$ cat src/rtl/npc_pkg.sv
// Shared npc core definitions: load funct3 encodings, writeback FSM states and
// the default datapath width.
package npc_pkg;

   localparam int DATA_WIDTH = 32;

   localparam logic [2:0] LB  = 3'b000;
   localparam logic [2:0] LH  = 3'b001;
   localparam logic [2:0] LW  = 3'b010;
   localparam logic [2:0] LBU = 3'b100;
   localparam logic [2:0] LHU = 3'b101;

   typedef enum logic {
      WB_IDLE     = 1'b0,
      WB_WAIT_MEM = 1'b1
   } wb_state_e;

endpackage

$ cat src/rtl/load_ext.sv
// Load lane selection and sign/zero extension for the writeback stage; flags
// illegal funct3 encodings and misaligned halfword/word accesses.
module load_ext
   import npc_pkg::*;
#(
   parameter int DW = DATA_WIDTH
) (
   input  logic [2:0]    load_fn,
   input  logic [1:0]    addr_lo,
   input  logic [DW-1:0] rdata,
   output logic [DW-1:0] data,
   output logic          err
);

   logic [DW-1:0] lane_s;

   // select the addressed lane and extend it according to funct3
   always_comb begin
      lane_s = rdata >> {addr_lo, 3'b000};
      data   = {DW{1'b0}};
      err    = 1'b0;
      case (load_fn)
         LB:  data = {{(DW-8){lane_s[7]}}, lane_s[7:0]};
         LBU: data = {{(DW-8){1'b0}}, lane_s[7:0]};
         LH: begin
            if (addr_lo[0]) begin
               err = 1'b1;
            end else begin
               data = {{(DW-16){lane_s[15]}}, lane_s[15:0]};
            end
         end
         LHU: begin
            if (addr_lo[0]) begin
               err = 1'b1;
            end else begin
               data = {{(DW-16){1'b0}}, lane_s[15:0]};
            end
         end
         LW: begin
            if (addr_lo != 2'b00) begin
               err = 1'b1;
            end else begin
               data = rdata;
            end
         end
         default: err = 1'b1;
      endcase
   end

endmodule

$ cat src/rtl/wb_stage.sv
// Writeback stage: accepts ALU results or pending loads, waits for load data,
// and issues one registered register-file write / retire pulse per instruction.
module wb_stage
   import npc_pkg::*;
#(
   parameter int DATA_WIDTH  = npc_pkg::DATA_WIDTH,
   parameter int REG_NUM_BIT = 5,
   parameter int CNT_WIDTH   = 64
) (
   input  logic                   clk,
   input  logic                   rst,
   input  logic                   in_valid,
   output logic                   in_ready,
   input  logic [REG_NUM_BIT-1:0] in_rd,
   input  logic                   in_rd_wen,
   input  logic                   in_is_load,
   input  logic [2:0]             in_load_fn,
   input  logic [1:0]             in_addr_lo,
   input  logic [DATA_WIDTH-1:0]  in_alu_result,
   input  logic                   mem_rvalid,
   input  logic [DATA_WIDTH-1:0]  mem_rdata,
   output logic [REG_NUM_BIT-1:0] rf_waddr,
   output logic [DATA_WIDTH-1:0]  rf_wdata,
   output logic                   rf_wen,
   output logic                   retire,
   output logic                   load_err,
   output logic [CNT_WIDTH-1:0]   ret_cnt
);

   wb_state_e              state_q, state_d;
   logic [REG_NUM_BIT-1:0] rd_q, rd_d;
   logic                   rd_wen_q, rd_wen_d;
   logic [2:0]             load_fn_q, load_fn_d;
   logic [1:0]             addr_lo_q, addr_lo_d;
   logic [REG_NUM_BIT-1:0] rf_waddr_q, rf_waddr_d;
   logic [DATA_WIDTH-1:0]  rf_wdata_q, rf_wdata_d;
   logic                   rf_wen_q, rf_wen_d;
   logic                   retire_q, retire_d;
   logic                   load_err_q, load_err_d;
   logic [CNT_WIDTH-1:0]   ret_cnt_q, ret_cnt_d;
   logic                   accept_s;
   logic [DATA_WIDTH-1:0]  ext_data_s;
   logic                   ext_err_s;

   load_ext #(.DW(DATA_WIDTH)) u_load_ext (
      .load_fn (load_fn_q),
      .addr_lo (addr_lo_q),
      .rdata   (mem_rdata),
      .data    (ext_data_s),
      .err     (ext_err_s)
   );

   assign accept_s = in_valid & in_ready;

   // state and datapath registers
   always_ff @(posedge clk) begin
      if (rst) begin
         state_q    <= WB_IDLE;
         rd_q       <= {REG_NUM_BIT{1'b0}};
         rd_wen_q   <= 1'b0;
         load_fn_q  <= 3'b000;
         addr_lo_q  <= 2'b00;
         rf_waddr_q <= {REG_NUM_BIT{1'b0}};
         rf_wdata_q <= {DATA_WIDTH{1'b0}};
         rf_wen_q   <= 1'b0;
         retire_q   <= 1'b0;
         load_err_q <= 1'b0;
         ret_cnt_q  <= {CNT_WIDTH{1'b0}};
      end else begin
         state_q    <= state_d;
         rd_q       <= rd_d;
         rd_wen_q   <= rd_wen_d;
         load_fn_q  <= load_fn_d;
         addr_lo_q  <= addr_lo_d;
         rf_waddr_q <= rf_waddr_d;
         rf_wdata_q <= rf_wdata_d;
         rf_wen_q   <= rf_wen_d;
         retire_q   <= retire_d;
         load_err_q <= load_err_d;
         ret_cnt_q  <= ret_cnt_d;
      end
   end

   // next-state logic
   always_comb begin
      state_d = state_q;
      case (state_q)
         WB_IDLE: begin
            if (accept_s && in_is_load) begin
               state_d = WB_WAIT_MEM;
            end else begin
               state_d = WB_IDLE;
            end
         end
         WB_WAIT_MEM: begin
            if (mem_rvalid) begin
               state_d = WB_IDLE;
            end else begin
               state_d = WB_WAIT_MEM;
            end
         end
         default: state_d = WB_IDLE;
      endcase
   end

   // state-decoded outputs
   always_comb begin
      case (state_q)
         WB_IDLE:     in_ready = 1'b1;
         WB_WAIT_MEM: in_ready = 1'b0;
         default:     in_ready = 1'b0;
      endcase
   end

   // field latches, write/retire generation and retire counter
   always_comb begin
      rd_d       = rd_q;
      rd_wen_d   = rd_wen_q;
      load_fn_d  = load_fn_q;
      addr_lo_d  = addr_lo_q;
      rf_waddr_d = rf_waddr_q;
      rf_wdata_d = rf_wdata_q;
      rf_wen_d   = 1'b0;
      retire_d   = 1'b0;
      load_err_d = 1'b0;
      case (state_q)
         WB_IDLE: begin
            if (accept_s) begin
               rd_d      = in_rd;
               rd_wen_d  = in_rd_wen;
               load_fn_d = in_load_fn;
               addr_lo_d = in_addr_lo;
               if (!in_is_load) begin
                  retire_d = 1'b1;
                  rf_wen_d = in_rd_wen & (in_rd != {REG_NUM_BIT{1'b0}});
                  if (rf_wen_d) begin
                     rf_waddr_d = in_rd;
                     rf_wdata_d = in_alu_result;
                  end else begin
                     rf_waddr_d = rf_waddr_q;
                  end
               end else begin
                  retire_d = 1'b0;
               end
            end else begin
               rd_d = rd_q;
            end
         end
         WB_WAIT_MEM: begin
            if (mem_rvalid) begin
               retire_d   = 1'b1;
               load_err_d = ext_err_s;
               rf_wen_d   = rd_wen_q & (rd_q != {REG_NUM_BIT{1'b0}}) & ~ext_err_s;
               if (rf_wen_d) begin
                  rf_waddr_d = rd_q;
                  rf_wdata_d = ext_data_s;
               end else begin
                  rf_waddr_d = rf_waddr_q;
               end
            end else begin
               retire_d = 1'b0;
            end
         end
         default: retire_d = 1'b0;
      endcase
      ret_cnt_d = ret_cnt_q + {{(CNT_WIDTH-1){1'b0}}, retire_d};
   end

   assign rf_waddr = rf_waddr_q;
   assign rf_wdata = rf_wdata_q;
   assign rf_wen   = rf_wen_q;
   assign retire   = retire_q;
   assign load_err = load_err_q;
   assign ret_cnt  = ret_cnt_q;

endmodule

$ cat config.mk
export PLATFORM = sky130hd
export DESIGN_NAME = wb_stage
export DESIGN_NICKNAME = d
export VERILOG_FILES = /design/src/rtl/npc_pkg.sv /design/src/rtl/load_ext.sv /design/src/rtl/wb_stage.sv
export SDC_FILE = /design/constraint.sdc
export NUM_CORES = 1
export LEC_CHECK = 0
export ABC_AREA = 1
export BUFFER_PORTS_ARGS = -buffer_cell sky130_fd_sc_hd__buf_2
export CORE_UTILIZATION = 50
export CTS_BUF_LIST = sky130_fd_sc_hd__clkbuf_8
export DETAILED_ROUTE_END_ITERATION = 12
export PLACE_DENSITY = 0.8
export SLEW_MARGIN = 0
export SYNTH_ARGS = -nofsm -noshare
export SYNTH_HDL_FRONTEND = slang
export SYNTH_SLANG_ARGS = --single-unit
export TNS_END_PERCENT = 30
$ cat constraint.sdc
create_clock -name clk -period 2 [get_ports clk]
set_input_delay 0.4 -clock clk [delete_from_list [all_inputs] [get_ports clk]]
set_output_delay 0.4 -clock clk [all_outputs]
set_load 0.01 [all_outputs]
==> results.cfg, run 1 <==
[synth]
synth_area_per_cell_um2 = 5.954
synthArstFlopShare = 0
ys_types = 30
yosys-top-cells-area = dfxtp_1, nand2_1, nor2_1, a21oi_1, inv_1
synth_seq_area_share = 0.3418
synth_area_leader_cell = dfxtp_1
synth_flop_cell = dfxtp_1
ys_ff_latch = 116
syn_inst = 1141
syn_area_mm2 = 0.006794
yosysWarnings = 0
syn_nets = 1223
yosys.cell_count.top_type = nand2_1
synth_top_area_frac = 0.3418
yosys-top-cells-count = nand2_1, nor2_1, dfxtp_1
synth_edf_count = 0

[global_routing]
grt_max_degree = 67
antenna_found_initial = 0
grt_usage = 0.3200
grt_pass1_vias = 7347
grt-ovfl-total = 0
grt_pass1_wl_um = 35710

[setup_path]
reg2reg_depth = 14
startpoint_type = register
worstSetupPathType = reg -> reg
required_ns = 2.38
cp_max_fo = 5
endpoint_kind = register
crit_arrival_ns = 2.28

[timing]
maxSlewHeadroom = 0.5259
fin_crit_sh = 0.9489
tightest_slew_ns = 0.7111
setup_ws_ns = 0.1022
setup_viol = 0
drv_slew = 0
fin_crit_ns = 1.898
max_freq_mhz = 526.9
hold_viol_final = 0
fin_worst_skew_ns = 0.009587
rsz0062_at_grt = true

[detailed_routing]
antenna_left = 0
firstDrtPassIters = 5
wirelength_um = 22040
wl_per_cell_um = 14.38
routed_via_density = 5.264
drc = 0
vias = 8065
first_iter_violations = 690

[min_path]
worstHoldPathType = in -> reg
whs_path_depth = 3

[pwr]
irDropWorstVdd_uv = 326.5
cell_internal_pwr_w = 0.003888
seq_power_share = 0.456
p_sw_w = 0.001421
clkPwrFrac = 0.408
power.total_w = 0.005308
p_per_area_mw_per_mm2 = 622.6
p_comb_frac = 0.136
power.leakage_nw = 3.782
netSwitchingFraction = 0.2677

[place]
dp_hpwl_um = 16630
preCtsSetupSlack_ns = -0.07167
place.gp.congestion = 0.9788
port_buffers = 184

[finish]
drive_above_1_share = 0.2168
utilization = 0.6438
synthToLayoutAreaGrowth_pct = 25.49
finalNetCount = 1427
diodes = 0

[cts]
cts.htree.levels = 4
clk_latency_ns = 0.45
cts_root_buffer = clkbuf_8
cts_tree = done
path_clk_slew_ns = 0.07
cts_max_path_buffers = 2
cts_sinks = 116
cts_hold_buffers = 0
numCtsBuffers = 17

[floorplan]
die_area_mm2 = 0.01406
rows = 42
io_pins = 185
die_h_um = 118.6
initial_utilization = 0.5130
die_width_um = 118.6
core_mm2 = 0.01324

[job]
maxCapViolCount = 0

[outcome]
status = finished clean
## per-stage QoR
stage	hold WS, ns	TNS [ns]	instance area (um2)	std cells
global placement	0.4712	-0.02381	8045	1494
global route	0.2082	-0.03459	8526	1532
floorplan	0.4446	0	6819	1141
finish	0.2166	0	8526	1532
detailed placement	0.4783	-0.4109	8045	1494
CTS	0.1778	0	8433	1524
## worst paths after layout
| check | slack, ns | end | start |
|---|---|---|---|
| min | 0.22 | state_q | in_is_load |
| min reg2reg | 0.49 | rd_q[0] | rd_q[0] |
| max | 0.10 | ret_cnt[30] | state_q |
| max reg2reg | 0.10 | ret_cnt[30] | state_q |
## power by group through the flow
| stage | Sequential, W | Clock [W] | Combinational (W) |
|---|---|---|---|
| after global placement | 0.00247 | 0 | 0.000710 |
| after global routing | 0.00243 | 0.00233 | 0.000813 |
| after CTS | 0.00242 | 0.00220 | 0.000718 |
| after detailed placement | 0.00247 | 0 | 0.000715 |
| final | 0.00242 | 0.00217 | 0.000722 |
| after floorplan | 0.00249 | 0 | 0.000426 |
## logic make-up after synthesis
| family | after synthesis | share of synthesized area |
|---|---|---|
| AO/OA/AOI/OAI | 170 | 0.1280 |
| AND/OR/NAND/NOR | 698 | 0.4267 |
| XOR/XNOR | 10 | 0.01289 |
| flip-flops | 116 | 0.3418 |
| buffers and inverters | 145 | 0.08693 |
| adder cells (fa/ha/maj) | 2 | 0.003683 |
## cell type report
cell class | instances | area, um2
Fill cell | 1293 | 4717
Multi-Input combinational cell | 880 | 3936
Sequential cell | 116 | 2326
Timing Repair Buffer | 223 | 1251
Inverter | 107 | 404.1
Clock buffer | 22 | 302.8
Tap cell | 176 | 220.2
Clock inverter | 8 | 85.08
## layer usage
layer,vias to the layer above,global-route usage,wire length (um)
li1,3985,-,-
met1,3629,0.4011,9190
met2,378,0.5095,10140
met3,73,0.06902,1801
met4,0,0.1764,903
met5,-,0,0
## critical path: stages (launching register included)
cell	delay (ns)
dfxtp_4	0.36
inv_2	0.06
nand2_2	0.05
inv_2	0.06
nand2_2	0.06
nand2_2	0.08
ha_4	0.15
ha_4	0.14
nand2_4	0.07
nor2_8	0.15
nand2_4	0.08
nor2_4	0.13
nand2_2	0.09
or2_0	0.21
a21oi_1	0.14
## flip-flops by register name, indices dropped and copies added (netlist names), 2 cells and up
| name | count |
|---|---|
| ret_cnt | 64 |
| rf_wdata | 32 |
| rd_q | 5 |
| rf_waddr | 5 |
| load_fn_q | 3 |
| addr_lo_q | 2 |
## placed cells by master, fill, tap and decap left out
cell type	netlist	routed
a211oi_1	1	1
xnor2_1	2	2
or2_0	15	15
inv_2	4	6
nor2_4	6	8
dfxtp_4	0	1
inv_4	1	1
clkbuf_8	0	22
nor2_2	7	6
buf_2	8	184
nand3_1	55	55
nor2_1	223	222
o21a_1	2	2
ha_4	0	2
nor3_1	2	2
nand2_2	11	15
nand4_1	17	17
xor2_1	8	8
o21ai_1	0	4
clkinv_2	0	2
bufinv_16	0	2
nand2_4	2	3
nor2_8	1	1
dfxtp_1	116	115
o21ai_4	1	1
or2_2	1	1
o21ai_0	74	70
inv_1	102	104
buf_12	0	3
nand2_1	357	352
a21oi_1	92	92
buf_4	7	36
nor3b_1	1	1
## timing repair
action | CTS | global route
setup buffers | 0 | 8
setup endpoints to repair | 0 | 33
resized for setup | 0 | 15
No activity file was read; power rests on OpenSTA's default activity.
==> inputs of run 2 (changes only) <==
clock period = 1.6 ns   (was 2 ns; I/O delays follow)
==> run 2 against run 1 <==
  * The run now ends with negative setup slack left
  * Largest cell class unchanged
  * Routed wire length is 9.1% higher
  * First-iteration DRC count is 14% higher
  * Register-to-register slack worse by 0.41 ns
  * Total power is 30% higher
==> results.cfg, run 2 (synthesis results as in run 1) <==
[global_routing]
grt-ovfl-total = 0
grt_max_degree = 67
grt_usage = 0.3374
antenna_found_initial = 0
grt_pass1_wl_um = 37530
grt_pass1_vias = 7946

[place]
dp_hpwl_um = 17860
port_buffers = 184
dp.cells = 1549
preCtsSetupSlack_ns = -0.3203
place.gp.congestion = 0.9899

[finish]
utilization = 0.7069
drive_above_1_share = 0.2925
synthToLayoutAreaGrowth_pct = 37.79
largest_reg_flops = 64
diodes = 0
finalNetCount = 1498
final_cell_mix = nand2_1, nor2_1, buf_2
mostFrequentLayoutCell = nand2_1
stdcell_count = 1605

[detailed_routing]
maxUsedRoutingLayer = met4
met2WireLength_um = 11420
wl_per_cell_um = 14.97
met3_length_um = 2033
drc = 0
wl_met1_um = 9528
routed_via_density = 5.294
wirelength_um = 24030
firstDrtPassIters = 5
vias = 8497
antenna_left = 0
first_iter_violations = 784

[floorplan]
rows = 42
die_width_um = 118.6
core_mm2 = 0.01324
die_h_um = 118.6
initial_utilization = 0.5130
die_area_mm2 = 0.01406
io_pins = 185

[cts]
cts_sinks = 116
cts_tree = done
cts.htree.levels = 4
numCtsBuffers = 17
cts_root_buffer = clkbuf_8
path_clk_slew_ns = 0.07
clk_latency_ns = 0.46
cts_max_path_buffers = 2

[setup_path]
required_ns = 1.99
startpoint_type = register
crit_arrival_ns = 2.30
reg2reg_depth = 14
worstSetupPathType = reg -> reg
cp_max_fo = 4
endpoint_kind = register

[timing]
tightest_slew_ns = 0.5823
setup_viol = 61
holdWs_ns = 0.1179
setup_ws_ns = -0.3104
drv_slew = 0
rsz0062_at_grt = true
fin_crit_sh = 1.194
maxSlewHeadroom = 0.6118
fin_worst_skew_ns = 0.01119
fin_crit_ns = 1.910
hold_viol_final = 0
max_freq_mhz = 523.4

[outcome]
violations = negative setup slack
status = complete, but fails checks

[min_path]
whs_path_depth = 3
worstHoldPathType = in -> reg

[pwr]
irDropWorstVdd_uv = 531.6
p_per_area_mw_per_mm2 = 736.5
power.leakage_nw = 4.311

[job]
maxCapViolCount = 0
## run 2: power breakdown
part           total [W]  internal, W  switching (W)
combinational   0.000982     0.000387       0.000596
sequential       0.00302      0.00297      0.0000522
clock            0.00289      0.00164        0.00125
total            0.00689      0.00500        0.00190
## run 2: final cells by class
type                       instances  area [um2]
clock buffer                      20       275.3
clock inverter                    12       137.6
fill                            1192        3881
inverter                         107       411.6
multi-input combinational        880        4129
sequential                       116        2331
tap                              176       220.2
timing repair buffer             294        1857
## run 2: metrics by stage
| stage | instance area [um2] | power (W) | setup TNS [ns] |
|---|---|---|---|
| 2_1_floorplan | 6840 | 0.003645 | -4.267 |
| 3_3_place_gp | 8503 | 0.004005 | -6.925 |
| 3_5_place_dp | 8503 | 0.004021 | -9.491 |
| 4_1_cts | 9141 | 0.006877 | -5.506 |
| 5_1_grt | 9361 | 0.007157 | -18.66 |
| 6_report | 9361 | 0.006895 | -11.25 |
## run 2: what timing repair did
action / 4_1_cts / 5_1_grt
pin swaps: 26 / 30
hold buffers: 0 / 0
setup endpoints to repair: 57 / 98
resized for setup: 47 / 47
setup buffers: 16 / 9
## run 2: per-layer routing
metal	vias up	GRT usage
met3	87	0.08542
met1	3843	0.3963
met4	0	0.1677
li1	4138	-
met5	-	0
met2	429	0.5687
## run 2: worst max-delay path, cell delays in order, from the launching register on
cell     delay, ns
dfxtp_2       0.33
inv_2         0.07
nand2_4       0.06
inv_4         0.06
nand2_4       0.05
nand2_4       0.06
ha_4          0.14
buf_4         0.11
inv_2         0.04
nor2_4        0.19
inv_2         0.08
nor2_4        0.21
nand2_2       0.10
or2_0         0.21
a21oi_1       0.12
## run 2: worst paths after layout
check | start | end | slack, ns
worst max-delay path | state_q | ret_cnt[27] | -0.31
worst min-delay path | in_is_load | state_q | 0.12
worst max register to register | state_q | ret_cnt[27] | -0.31
worst min register to register | rd_q[0] | rd_q[0] | 0.50
==> inputs of run 3 (changes only) <==
--- a/config.mk
+++ b/config.mk
@@ -12,3 +12,4 @@
 export DETAILED_ROUTE_END_ITERATION = 12
-export PLACE_DENSITY = 0.8
+export PLACE_DENSITY = 0.79
+export SKIP_CTS_REPAIR_TIMING = 1
 export SLEW_MARGIN = 0
@@ -16,2 +17,3 @@
 export SYNTH_HDL_FRONTEND = slang
+export SYNTH_HIERARCHICAL = 1
 export SYNTH_SLANG_ARGS = --single-unit
==> constraint.sdc (replaced) <==
create_clock -name clk -period 1.6 [get_ports clk]
set_input_delay 0.16 -clock clk [delete_from_list [all_inputs] [get_ports clk]]
set_output_delay 0.16 -clock clk [all_outputs]
set_load 0.01 [all_outputs]
==> run 3 against run 2 <==
  * The run ends with negative hold slack, negative setup slack left
  * Clock skew decreased by 0.0018 ns
  * Utilization up 2.5 points
  * Die area rose by 3.1%
  * Critical path depth stayed put
  * Critical path type unchanged
  * Critical endpoint is now ret_cnt[26]
==> results.cfg, run 3 <==
[floorplan]
initial_utilization = 0.5210
io_pins = 185
die_area_mm2 = 0.01450
die_width_um = 120.4
core_mm2 = 0.01345
rows = 42
die_h_um = 120.4

[synth]
synth_flop_cell = dfxtp_1
yosys-top-cells-area = dfxtp_1, nand2_1, nor2_1, a21oi_1, mux2i_1
syn_nets = 1224
synth_mux_area_frac = 0.05284
synthSimpleGateAreaFrac = 0.4265
ys_ff_latch = 116
synth_top_family_by_area = simple AND/OR/NAND/NOR gates
syn_inst = 1142
synth_seq_area_share = 0.3313
yosys-top-cells-count = nand2_1, nor2_1, a21oi_1
ys_types = 31
synth_adder_area_share = 0.003570
synth_area_per_cell_um2 = 6.138
yosys.cell_count.top_type = nand2_1
synth-xor-area-share = 0.006248
syn_area_mm2 = 0.007009
synthArstFlopShare = 0
synth_compound_area_frac = 0.1112
synth_edf_count = 0
synth_area_leader_cell = dfxtp_1
synth_top_area_frac = 0.3313
yosysWarnings = 6

[pwr]
power.leakage_nw = 4.369
irDropWorstVdd_uv = 602.6
p_per_area_mw_per_mm2 = 727.8

[job]
maxCapViolCount = 0

[detailed_routing]
antenna_left = 0
wl_per_cell_um = 15.91
first_iter_violations = 952
firstDrtPassIters = 5
drc = 0
vias = 8717
routed_via_density = 5.394
wirelength_um = 25710

[global_routing]
grt_pass1_wl_um = 37920
grt-ovfl-total = 0
grt_usage = 0.3366
antenna_found_initial = 1
grt_pass1_vias = 7606
grt_max_degree = 76

[setup_path]
worstSetupPathType = reg -> reg
cp_max_fo = 5
critical_path.most_common_cell = nand2_2
crit_arrival_ns = 2.36
worstPathCellList = inv_2 > nand2_2 > inv_2 > nand2_2 > nand2_2 > ha_4 > ha_4 > nand2_4 > nor2_8 > nand2_4 > nor2_4 > nand2_2 > or2_0 > a21oi_1
critPathMaxStageDelay_ns = 0.33
startpoint_type = register
required_ns = 1.98
crit_slowest_cell = dfxtp_2
endpoint_kind = register

[finish]
utilization = 0.7323
finalInstanceArea_mm2 = 0.009852
synthToLayoutAreaGrowth_pct = 40.56
finalNetCount = 1510
final_cell_mix = nand2_1, nor2_1, buf_2
drive_above_1_share = 0.3132
stdcell_count = 1616
largest_reg_flops = 64
mostFrequentLayoutCell = nand2_1
diodes = 0

[place]
dp_hpwl_um = 18550
dp.cells = 1560
place.gp.congestion = 0.9569
port_buffers = 184
placed_area_mm2 = 0.008836

[outcome]
violations = negative hold slack, negative setup slack
status = complete, but fails checks

[timing]
tightest_slew_ns = 0.7557
maxSlewHeadroom = 0.4962
fin_crit_ns = 1.988
fin_crit_sh = 1.243
setup_viol = 90
fin_worst_skew_ns = 0.009350
holdWs_ns = -0.01400
hold_viol_final = 1
max_freq_mhz = 503.0
setup_ws_ns = -0.3883
rsz0062_at_grt = true
drv_slew = 0

[cts]
cts_root_buffer = clkbuf_8
numCtsBuffers = 17
cts_max_path_buffers = 2
cts_tree = done
cts.htree.levels = 4
path_clk_slew_ns = 0.07
clk_latency_ns = 0.45
cts_sinks = 116

[min_path]
worstHoldPathType = in -> reg
==> run 3: logic make-up after synthesis <==
logic type,after synthesis
buffers and inverters,109
adders and majority gates,2
DFF,116
xor gates and xnor gates,5
and+or+nand+nor,719
muxes,37
AOI/OAI and AO/OA,154
==> run 3: stage by stage <==
step | setup WS (ns) | total power (W) | TNS (ns)
global placement | -0.2534 | 0.004278 | -7.121
detailed placement | -0.3532 | 0.004294 | -10.67
finish | -0.3883 | 0.007170 | -13.09
global route | -0.4638 | 0.007421 | -22.75
CTS | -0.3797 | 0.006942 | -12.55
floorplan | -0.4922 | 0.003842 | -19.02
==> run 3: area by class of cell <==
type                    instances  area (um2)
fillers                      1145        3601
flip-flops and latches        116        2347
multi-input cells             917        4542
repair buffers                312        2108
clock buffers                  21       289.0
well taps                     176       220.2
inverters                      64       252.7
clock inverters                10       92.59
==> run 3: power by group <==
group	switching (W)	internal [W]	leakage (nW)
sequential	0.0000614	0.00298	0.950
clock	0.00120	0.00150	0.219
combinational	0.000810	0.000615	3.20
==> run 3: path summary, 6_finish.rpt <==
kind	slack (ns)	cells after the start	endpoint	from
min reg2reg	0.48	2	rd_wen_q	rd_wen_q
max	-0.39	14	ret_cnt[26]	state_q
min	-0.01	3	addr_lo_q[0]	in_addr_lo[0]
max reg2reg	-0.39	14	ret_cnt[26]	state_q
==> run 3: worst max-delay path: cells and delay by family (launching register included) <==
family          cells  cell delay, ns
simple gates        9            0.99
compound gates      1            0.16
flops               1            0.33
buf+inv             2            0.15
fa+ha+maj           2            0.28
==> run 3: per-layer routing <==
metal / up-vias / track usage / wire, um
met3: 68 / 0.07830 / 2343
met4: 2 / 0.1142 / 703
met5: - / 0 / 8
met1: 3956 / 0.4578 / 10890
li1: 4251 / - / -
met2: 440 / 0.5223 / 11760
